==> config.mk <==
export PLATFORM = sky130hd
export DESIGN_NAME = updown_counter
export DESIGN_NICKNAME = d
export VERILOG_FILES = /design/src/rtl/updown_counter.sv
export SDC_FILE = /design/constraint.sdc
export NUM_CORES = 1
export LEC_CHECK = 0
export ABC_AREA = 1
export BUFFER_PORTS_ARGS = -buffer_cell sky130_fd_sc_hd__buf_4
export CAP_MARGIN = 20
export CELL_PAD_IN_SITES_DETAIL_PLACEMENT = 0
export CELL_PAD_IN_SITES_GLOBAL_PLACEMENT = 2
export CORE_MARGIN = 2
export CORE_UTILIZATION = 23
export DETAILED_ROUTE_END_ITERATION = 10
export GPL_ROUTABILITY_DRIVEN = 0
export GPL_TIMING_DRIVEN = 1
export HOLD_SLACK_MARGIN = 0.03
export PLACE_DENSITY_LB_ADDON = 0.1
export SLEW_MARGIN = 20
export SYNTH_ARGS = -nofsm -noshare
export SYNTH_HDL_FRONTEND = slang
export SYNTH_SLANG_ARGS = --single-unit
==> constraint.sdc <==
create_clock -name clk -period 3.3 [get_ports clk]
set_input_delay 0.165 -clock clk [delete_from_list [all_inputs] [get_ports clk]]
set_output_delay 0.165 -clock clk [all_outputs]
set_load 0.005 [all_outputs]
==> src/rtl/updown_counter.sv <==
// updown_counter: synchronous up/down counter with parallel load, programmable
// modulus and cascade outputs (tc/carry). Q always stays within 0..MODULUS-1.
// Legal parameter ranges: WIDTH 1..16, MODULUS 2..2^WIDTH.
module updown_counter #(
  parameter int WIDTH   = 4,
  parameter int MODULUS = 16
) (
  input  logic             clk,
  input  logic             _clear,
  input  logic             load,
  input  logic [WIDTH-1:0] D,
  input  logic             enable,
  input  logic             up,
  output logic [WIDTH-1:0] Q,
  output logic [WIDTH-1:0] _Q,
  output logic             tc,
  output logic             carry,
  output logic             wrapped
);

  // Next-state arithmetic runs one bit wider than the counter, so that
  // MODULUS = 2^WIDTH is representable and the wrap compare stays exact.
  localparam logic [WIDTH:0]   MOD_EXT = (WIDTH+1)'(MODULUS);
  localparam logic [WIDTH:0]   ONE_EXT = (WIDTH+1)'(1);
  localparam logic [WIDTH-1:0] MAX_Q   = WIDTH'(MODULUS-1);

  logic [WIDTH-1:0] r_q;
  logic             r_wrapped;

  logic [WIDTH:0]   w_d_ext;
  logic [WIDTH:0]   w_inc;
  logic [WIDTH:0]   w_dec;
  logic [WIDTH-1:0] w_q_next;
  logic             w_wrapped_next;
  logic             w_at_max;
  logic             w_at_zero;

  assign w_d_ext   = {1'b0, D};
  assign w_inc     = {1'b0, r_q} + ONE_EXT;
  assign w_dec     = {1'b0, r_q} - ONE_EXT;
  assign w_at_max  = (r_q == MAX_Q);
  assign w_at_zero = (r_q == '0);

  // Next-state selection: load beats count, count beats hold.
  always_comb begin
    // NOTE: every always_comb output gets a default first so no path can
    // leave it unassigned, which would infer a latch.
    w_q_next       = r_q;
    w_wrapped_next = r_wrapped;
    if (load) begin
      // Out-of-range load data is replaced by 0 so Q never leaves the modulus.
      w_q_next       = (w_d_ext < MOD_EXT) ? D : '0;
      w_wrapped_next = 1'b0;
    end else if (enable) begin
      if (up) begin
        if (w_inc == MOD_EXT) begin
          w_q_next       = '0;
          w_wrapped_next = 1'b1;
        end else begin
          w_q_next = w_inc[WIDTH-1:0];
        end
      end else begin
        // Borrow out of the extended subtract means Q was 0.
        if (w_dec[WIDTH]) begin
          w_q_next       = MAX_Q;
          w_wrapped_next = 1'b1;
        end else begin
          w_q_next = w_dec[WIDTH-1:0];
        end
      end
    end
  end

  // State register: count value and sticky wrap flag, cleared asynchronously.
  always_ff @(posedge clk or negedge _clear) begin
    if (!_clear) begin
      r_q       <= '0;
      r_wrapped <= 1'b0;
    end else begin
      // NOTE: sequential state uses non-blocking assignment so every register
      // samples pre-edge values regardless of statement order.
      r_q       <= w_q_next;
      r_wrapped <= w_wrapped_next;
    end
  end

  // Outputs: complement and cascade terms are purely combinational from Q.
  assign Q       = r_q;
  assign _Q      = ~r_q;
  assign wrapped = r_wrapped;
  assign tc      = up ? w_at_max : w_at_zero;
  assign carry   = tc & enable;

endmodule

==> reports/metrics.cfg, run 1 <==
[final_layout]
area_growth_pct = 43.60
final.fill_count = 213
diodes = 0
fin_nets = 97
drive_above_1_share_pct = 34.52
fin_cells = 109

[floorplanning]
core_area_um2 = 1745
row_count = 15
die-height_um = 47.26
start_util_pct = 24.66
pin_count = 20
die_w_um = 47.26
die_area_um2 = 2234

[global_route]
track_usage_pct = 11.93
grt_pass1_vias = 412
grt_max_degree = 10
grt_first_pass_wirelength_mm = 1.835
grt-ovfl-total = 0
antenna_found_initial = 0

[timing]
worst_slew_pin_slew_ns = 0.3068
final-max-slew-violation-count = 0
hold_violations = 0
finalSetupTns_ns = 0
fin_crit_sh_pct = 47.70
skew_ns = 0.002359
layout_min_cycle_time_ns = 1.574
rsz0062_at_grt = false
timing.slew.headroom_pct = 79.54
setup_viol = 0
fmax_mhz = 635.3

[yosys]
netlist_instances = 62
synth.area.top_cells = dfrtp_1 (29%), nand2_1 (9.6%), ha_1 (8.7%), nand3_1 (7.0%), inv_1 (7.0%)
synth.distinct_cells = 17
synth_top_area_share_pct = 29.07
synth_common_cells = nand2_1 (11), inv_1 (8), nor2_1 (8)
synthesis.area_um2 = 430.4
syn_nets = 74
syn_area_per_cell_um2 = 6.942
yosys_warnings = 0
synth_seq_cells = 5
ys_seq_area_share_pct = 29.07
synth_top_area_cell = dfrtp_1
synth.most_common_cell = nand2_1
synthArstFlopShare_pct = 100.0
synth_edf_count = 0
synthFlopType = dfrtp_1

[status]
status = finished clean

[drt]
drc = 0
firstDrtPassIters = 4
drtAntennaViolNets = 0
viasPerCell = 4.257
routed_wl_mm = 1.118
wl_per_cell_um = 10.26
drt-initial-drc-count = 4
vias = 464

[clocking]
cts_tree = done
htree_levels = 1
cts_root_buf = clkbuf_4
clk_latency_ns = 0.24
cts_buffer_depth = 2
clock_sink_count = 5
cts-buffers-inserted = 3
cts.reportedPaths.clkPinSlew_ns = 0.04
cts_setup_buffers = 0
cts_resized = 0

[worst_setup_path]
start_kind = flip-flop
slowest_stage = dfrtp_1
cp_max_fo = 7
crit_required_ns = 3.13
r2r_start = Q[0]
crit_path_end_kind = primary output
critPathMaxStageDelay_ns = 0.46
crit_family = flip-flops
critPathKind = reg -> out
cp.arrival_ns = 1.41
path_buf_inv = 2
startpoint = Q[0]
crit_chain = ha_1 -> nand2_2 -> inv_2 -> nand3_1 -> a21oi_1 -> buf_4

[min_path]
hold_path.startpoint = load
hp-class = in -> reg

[placement]
port_buffers = 19
dp.cells = 104

[power_and_ir_drop]
p_per_area_nw_per_um2 = 389.5
ir_worst_vdd_uv = 266.4
leakage_nw = 0.3322

[flow_run]
maxCapViolCount = 0

report_power, final:
part / internal, mW / leakage (nW) / switching, mW
registers: 0.0690 / 0.0613 / 0.0156
clock network: 0.0457 / 0.0150 / 0.0249
logic: 0.0449 / 0.256 / 0.0407
total: 0.160 / 0.332 / 0.0812
placed cells by master (no fill, tap or decap):
cell           count
dlygate4sd3_1      1
nand3_1            6
nand2_1           11
nor2_1             8
nand3b_1           1
dfrtp_1            5
clkbuf_1           1
nand2_2            2
o221ai_1           1
a22oi_1            1
inv_2              3
buf_4             19
nor2_2             2
ha_1               3
o21ai_1            2
inv_1              8
a21oi_1            4
nand4_1            1
clkbuf_4           3
xor2_1             2
metal layers:
| metal | GRT usage [%] | vias up | wire, um |
|---|---|---|---|
| met5 | 0 | - | 0 |
| met4 | 1.667 | 0 | 0 |
| met3 | 6.923 | 0 | 109 |
| met2 | 17.30 | 20 | 490 |
| met1 | 15.74 | 203 | 519 |
| li1 | - | 241 | - |
area by class of cell:
cell class              count  area [um2]  area share [%]
clock buffers               4       26.28           4.251
inverters                  11       41.29           6.680
multi-input cells          44       241.5           39.07
flip-flops and latches      5       125.1           20.24
well taps                  25       31.28           5.061
repair buffers             20       152.6           24.70
cell families (layout without fill, tap and decap cells):
family,Yosys count,in the layout,share of synthesized area [%]
flip-flops,5,5,29.07
AND/OR/NAND/NOR,31,31,32.56
buffers and inverters,13,35,14.83
AO/OA/AOI/OAI,8,8,10.76
adder cells (fa/ha/maj),3,3,8.722
XOR/XNOR,2,2,4.071
timing repair:
action,in CTS,in global routing
hold buffers,1,0
endpoints found under the setup margin,0,0
endpoints found under the hold margin,5,0
flip-flops by register name, indices dropped and copies added, names as in the netlist:
signal,cells
Q,4
wrapped,1
through the flow:
stage	worst slack (ns)	total power [mW]	hold slack, ns	util, %	instance area [um2]
after global placement	1.948	0.1726	-0.02866	33.33	581.8
after floorplan	2.024	0.1313	-0.1306	-	430.4
after detailed placement	1.902	0.1709	-0.02820	33.33	581.8
after CTS	1.729	0.2447	0.1175	35.41	618.1
final	1.726	0.2408	0.1243	35.41	618.1
after global routing	1.631	0.2627	0.1404	35.41	618.1
worst paths after layout:
kind	endpoint	slack, ns	depth (start not counted)
min in group asynchronous	Q[3]	0.27	2
max in group asynchronous	Q[1]	2.93	2
min	wrapped	0.12	2
max	carry	1.73	6
max reg2reg	Q[3]	1.89	8
min reg2reg	wrapped	0.52	2
Power figures use the tool's default switching activity.
==> inputs of run 2 (changes only) <==
--- a/config.mk
+++ b/config.mk
@@ -5,7 +5,7 @@
 export SDC_FILE = /design/constraint.sdc
 export NUM_CORES = 1
 export LEC_CHECK = 0
-export ABC_AREA = 1
+export ABC_AREA = 0
 export BUFFER_PORTS_ARGS = -buffer_cell sky130_fd_sc_hd__buf_4
 export CAP_MARGIN = 20
 export CELL_PAD_IN_SITES_DETAIL_PLACEMENT = 0
==> constraint.sdc (replaced) <==
create_clock -name clk -period 1.6 [get_ports clk]
set_input_delay 0.08 -clock clk [delete_from_list [all_inputs] [get_ports clk]]
set_output_delay 0.08 -clock clk [all_outputs]
set_load 0.005 [all_outputs]
==> reports/metrics.cfg, run 2 <==
[final_layout]
largest_reg_flops = 4  ; unchanged
final.fill_count = 180  ; was 213
diodes = 0  ; unchanged
drive_above_1_share_pct = 53.33  ; was 34.52%
layout_common_cells = buf_4 (27), nand2_1 (6), dfrtp_1 (5)  ; was buf_4 (19), nand2_1 (11), inv_1 (8), nor2_1 (8), nand3_1 (6)
area_growth_pct = 68.01  ; was 43.60%
final_common_cell = buf_4  ; unchanged
final_core_util_pct = 40.07  ; was 35.41%
fin_nets = 88  ; was 97

[global_route]
track_usage_pct = 12.34  ; was 11.93%
antenna_found_initial = 0  ; unchanged
grt-ovfl-total = 0  ; unchanged
grt_first_pass_wirelength_mm = 1.807  ; was 1.835 mm
grt_pass1_vias = 416  ; was 412
grt_max_degree = 10  ; unchanged

[timing]
hold_violations = 0  ; unchanged
worst_slew_pin_slew_ns = 0.3539  ; was 0.3068 ns
final-max-slew-violation-count = 0  ; unchanged
fin_crit_sh_pct = 97.49
skew_ns = 0.002880  ; was 0.002359 ns
timing.slew.headroom_pct = 76.19  ; was 79.54%
setup_viol = 0  ; unchanged
holdWs_ns = 0.04774  ; was 0.1243 ns
layout_min_cycle_time_ns = 1.560
fmax_mhz = 641.1
layout_setup_ws_ns = 0.04020  ; was 1.726 ns
rsz0062_at_grt = true  ; was false

[clocking]
htree_levels = 1  ; unchanged
cts.reportedPaths.clkPinSlew_ns = 0.04  ; about the same
clock_sink_count = 5  ; unchanged
cts_root_buf = clkbuf_4  ; unchanged
cts_buffer_depth = 2  ; unchanged
cts_tree = done  ; unchanged
clk_latency_ns = 0.24  ; about the same
cts-buffers-inserted = 3  ; unchanged

[power_and_ir_drop]
leakage_nw = 0.3382  ; was 0.3322 nW
p_per_area_nw_per_um2 = 784.0  ; was 389.5 nW/um2
p_total_uw = 530.7  ; was 240.8 uW
ir_worst_vdd_uv = 353.7  ; was 266.4 uV

[min_path]
hp-class = in -> reg  ; unchanged
hold_path.startpoint = D[1]  ; was load

[drt]
drtAntennaViolNets = 0  ; unchanged
wl_per_cell_um = 12.83  ; was 10.26 um
routed_wl_mm = 1.180  ; was 1.118 mm
drt-initial-drc-count = 9  ; was 4
viasPerCell = 4.870  ; was 4.257
firstDrtPassIters = 2  ; was 4
drc = 0  ; unchanged
vias = 448  ; was 464

[yosys]
synth_top_area_share_pct = 31.06  ; was 29.07%
syn_nets = 57  ; was 74
netlist_instances = 45  ; was 62
synth.distinct_cells = 26  ; was 17
synth_edf_count = 0  ; unchanged
ys_seq_area_share_pct = 31.06  ; was 29.07%
synth_seq_cells = 5  ; unchanged
synth_top_area_cell = dfrtp_1  ; unchanged
synthArstFlopShare_pct = 100.0  ; unchanged
synthFlopType = dfrtp_1  ; unchanged
synth.area.top_cells = dfrtp_1 (31%), ha_1 (9.3%), inv_1 (5.6%), nand2_1 (5.6%), mux2_4 (3.7%)  ; was dfrtp_1 (29%), nand2_1 (9.6%), ha_1 (8.7%), nand3_1 (7.0%), inv_1 (7.0%)
synth_common_cells = inv_1 (6), nand2_1 (6), dfrtp_1 (5)  ; was nand2_1 (11), inv_1 (8), nor2_1 (8)
synthesis.area_um2 = 402.9  ; was 430.4 um2
yosys_warnings = 0  ; unchanged
syn_area_per_cell_um2 = 8.953  ; was 6.942 um2

[floorplanning]
start_util_pct = 23.85  ; was 24.66%
die_area_um2 = 2103  ; was 2234 um2
die-height_um = 45.86  ; was 47.26 um
die_w_um = 45.86  ; was 47.26 um
core_area_um2 = 1689  ; was 1745 um2
pin_count = 20  ; unchanged
row_count = 15  ; unchanged

[worst_setup_path]
cp.arrival_ns = 1.48  ; was 1.41 ns
critPathKind = reg -> out  ; unchanged
cp_max_fo = 3  ; was 7
startpoint = Q[1]  ; was Q[0]
crit_required_ns = 1.52  ; was 3.13 ns
crit_path_end_kind = primary output  ; unchanged
r2r_slack_ns = 0.08  ; was 1.89 ns
start_kind = flip-flop  ; unchanged
r2r_start = Q[0]  ; unchanged

[placement]
post-place-ws_ns = 0.1568  ; was 1.902 ns
port_buffers = 19  ; unchanged
hpwl_um = 868.3

[flow_run]
maxCapViolCount = 0  ; unchanged

[status]
status = finished clean  ; unchanged

[run 2: cell types whose count changed in the layout (fill, tap and decap cells not counted), moves of 4 or more]
| cell | change |
|---|---|
| a21oi_1 | -4 |
| nor2_1 | -6 |
| inv_1 | -5 |
| buf_4 | +8 |
| nand2_1 | -5 |
| nand3_1 | -5 |
[run 2: worst max-delay path: stages, from the launching register on]
cell,delay [ns]
dfrtp_1,0.40
buf_4,0.15
ha_1,0.18
nand4_1,0.14
o41ai_2,0.10
and2_1,0.15
buf_4,0.13
[run 2: final timing paths]
kind,to,cells past startpoint
max in group asynchronous,Q[1],2
setup reg to reg,Q[2],6
setup / recovery,carry,6
hold / removal,Q[1],3
min in group asynchronous,Q[3],2
hold reg to reg,wrapped,1
[run 2: power breakdown]
part | internal [mW] | switching [mW]
clock network | 0.0941 | 0.0492
logic | 0.130 | 0.0893
registers | 0.142 | 0.0265
total | 0.366 | 0.165
[run 2: cell families (layout without fill, tap and decap cells)]
kind of cell             after synthesis  in the layout  synth area share (%)
AND/OR/NAND/NOR                       18             18                 26.09
XOR/XNOR                               1              1                 2.174
AO/OA/AOI/OAI                          8              8                 15.84
multiplexers                           2              2                 6.210
flip-flops                             5              5                 31.06
adder cells (fa/ha/maj)                3              3                 9.318
buffers and inverters                  8             38                 9.315
[run 2: stage by stage]
step                      TNS (ns)  area [um2]  instances
after floorplan                  0       402.9         45
after global placement           0       566.8         81
after detailed placement         0       566.8         81
after CTS                        0       610.6         86
after global routing      -0.05553       676.9         92
final                            0       676.9         92
[run 2: final cells by class]
| type | instances | area (um2) | area share (%) |
|---|---|---|---|
| Sequential cell | 5 | 125.1 | 18.48 |
| Clock buffer | 4 | 26.28 | 3.882 |
| Multi-Input combinational cell | 32 | 269.0 | 39.74 |
| Inverter | 6 | 22.52 | 3.327 |
| Tap cell | 17 | 21.27 | 3.142 |
| Timing Repair Buffer | 28 | 212.7 | 31.42 |
[run 2: timing repair]
| item | 4_1_cts | 5_1_grt |
|---|---|---|
| setup endpoints to repair | 1 | 2 |
| hold endpoints to repair | 5 | 0 |
| pin swaps | 0 | 3 |
| resized for setup | 1 | 6 |
| hold buffers | 1 | 0 |
| setup buffers | 0 | 6 |
| cloned | 0 | 0 |
[run 2: routing by layer]
layer	vias to the layer above	routed length (um)	track usage, %
met2	12	582	19.72
met4	0	0	6.857
met3	0	64	2.778
met1	211	532	15.07
li1	225	-	-
met5	-	0	0
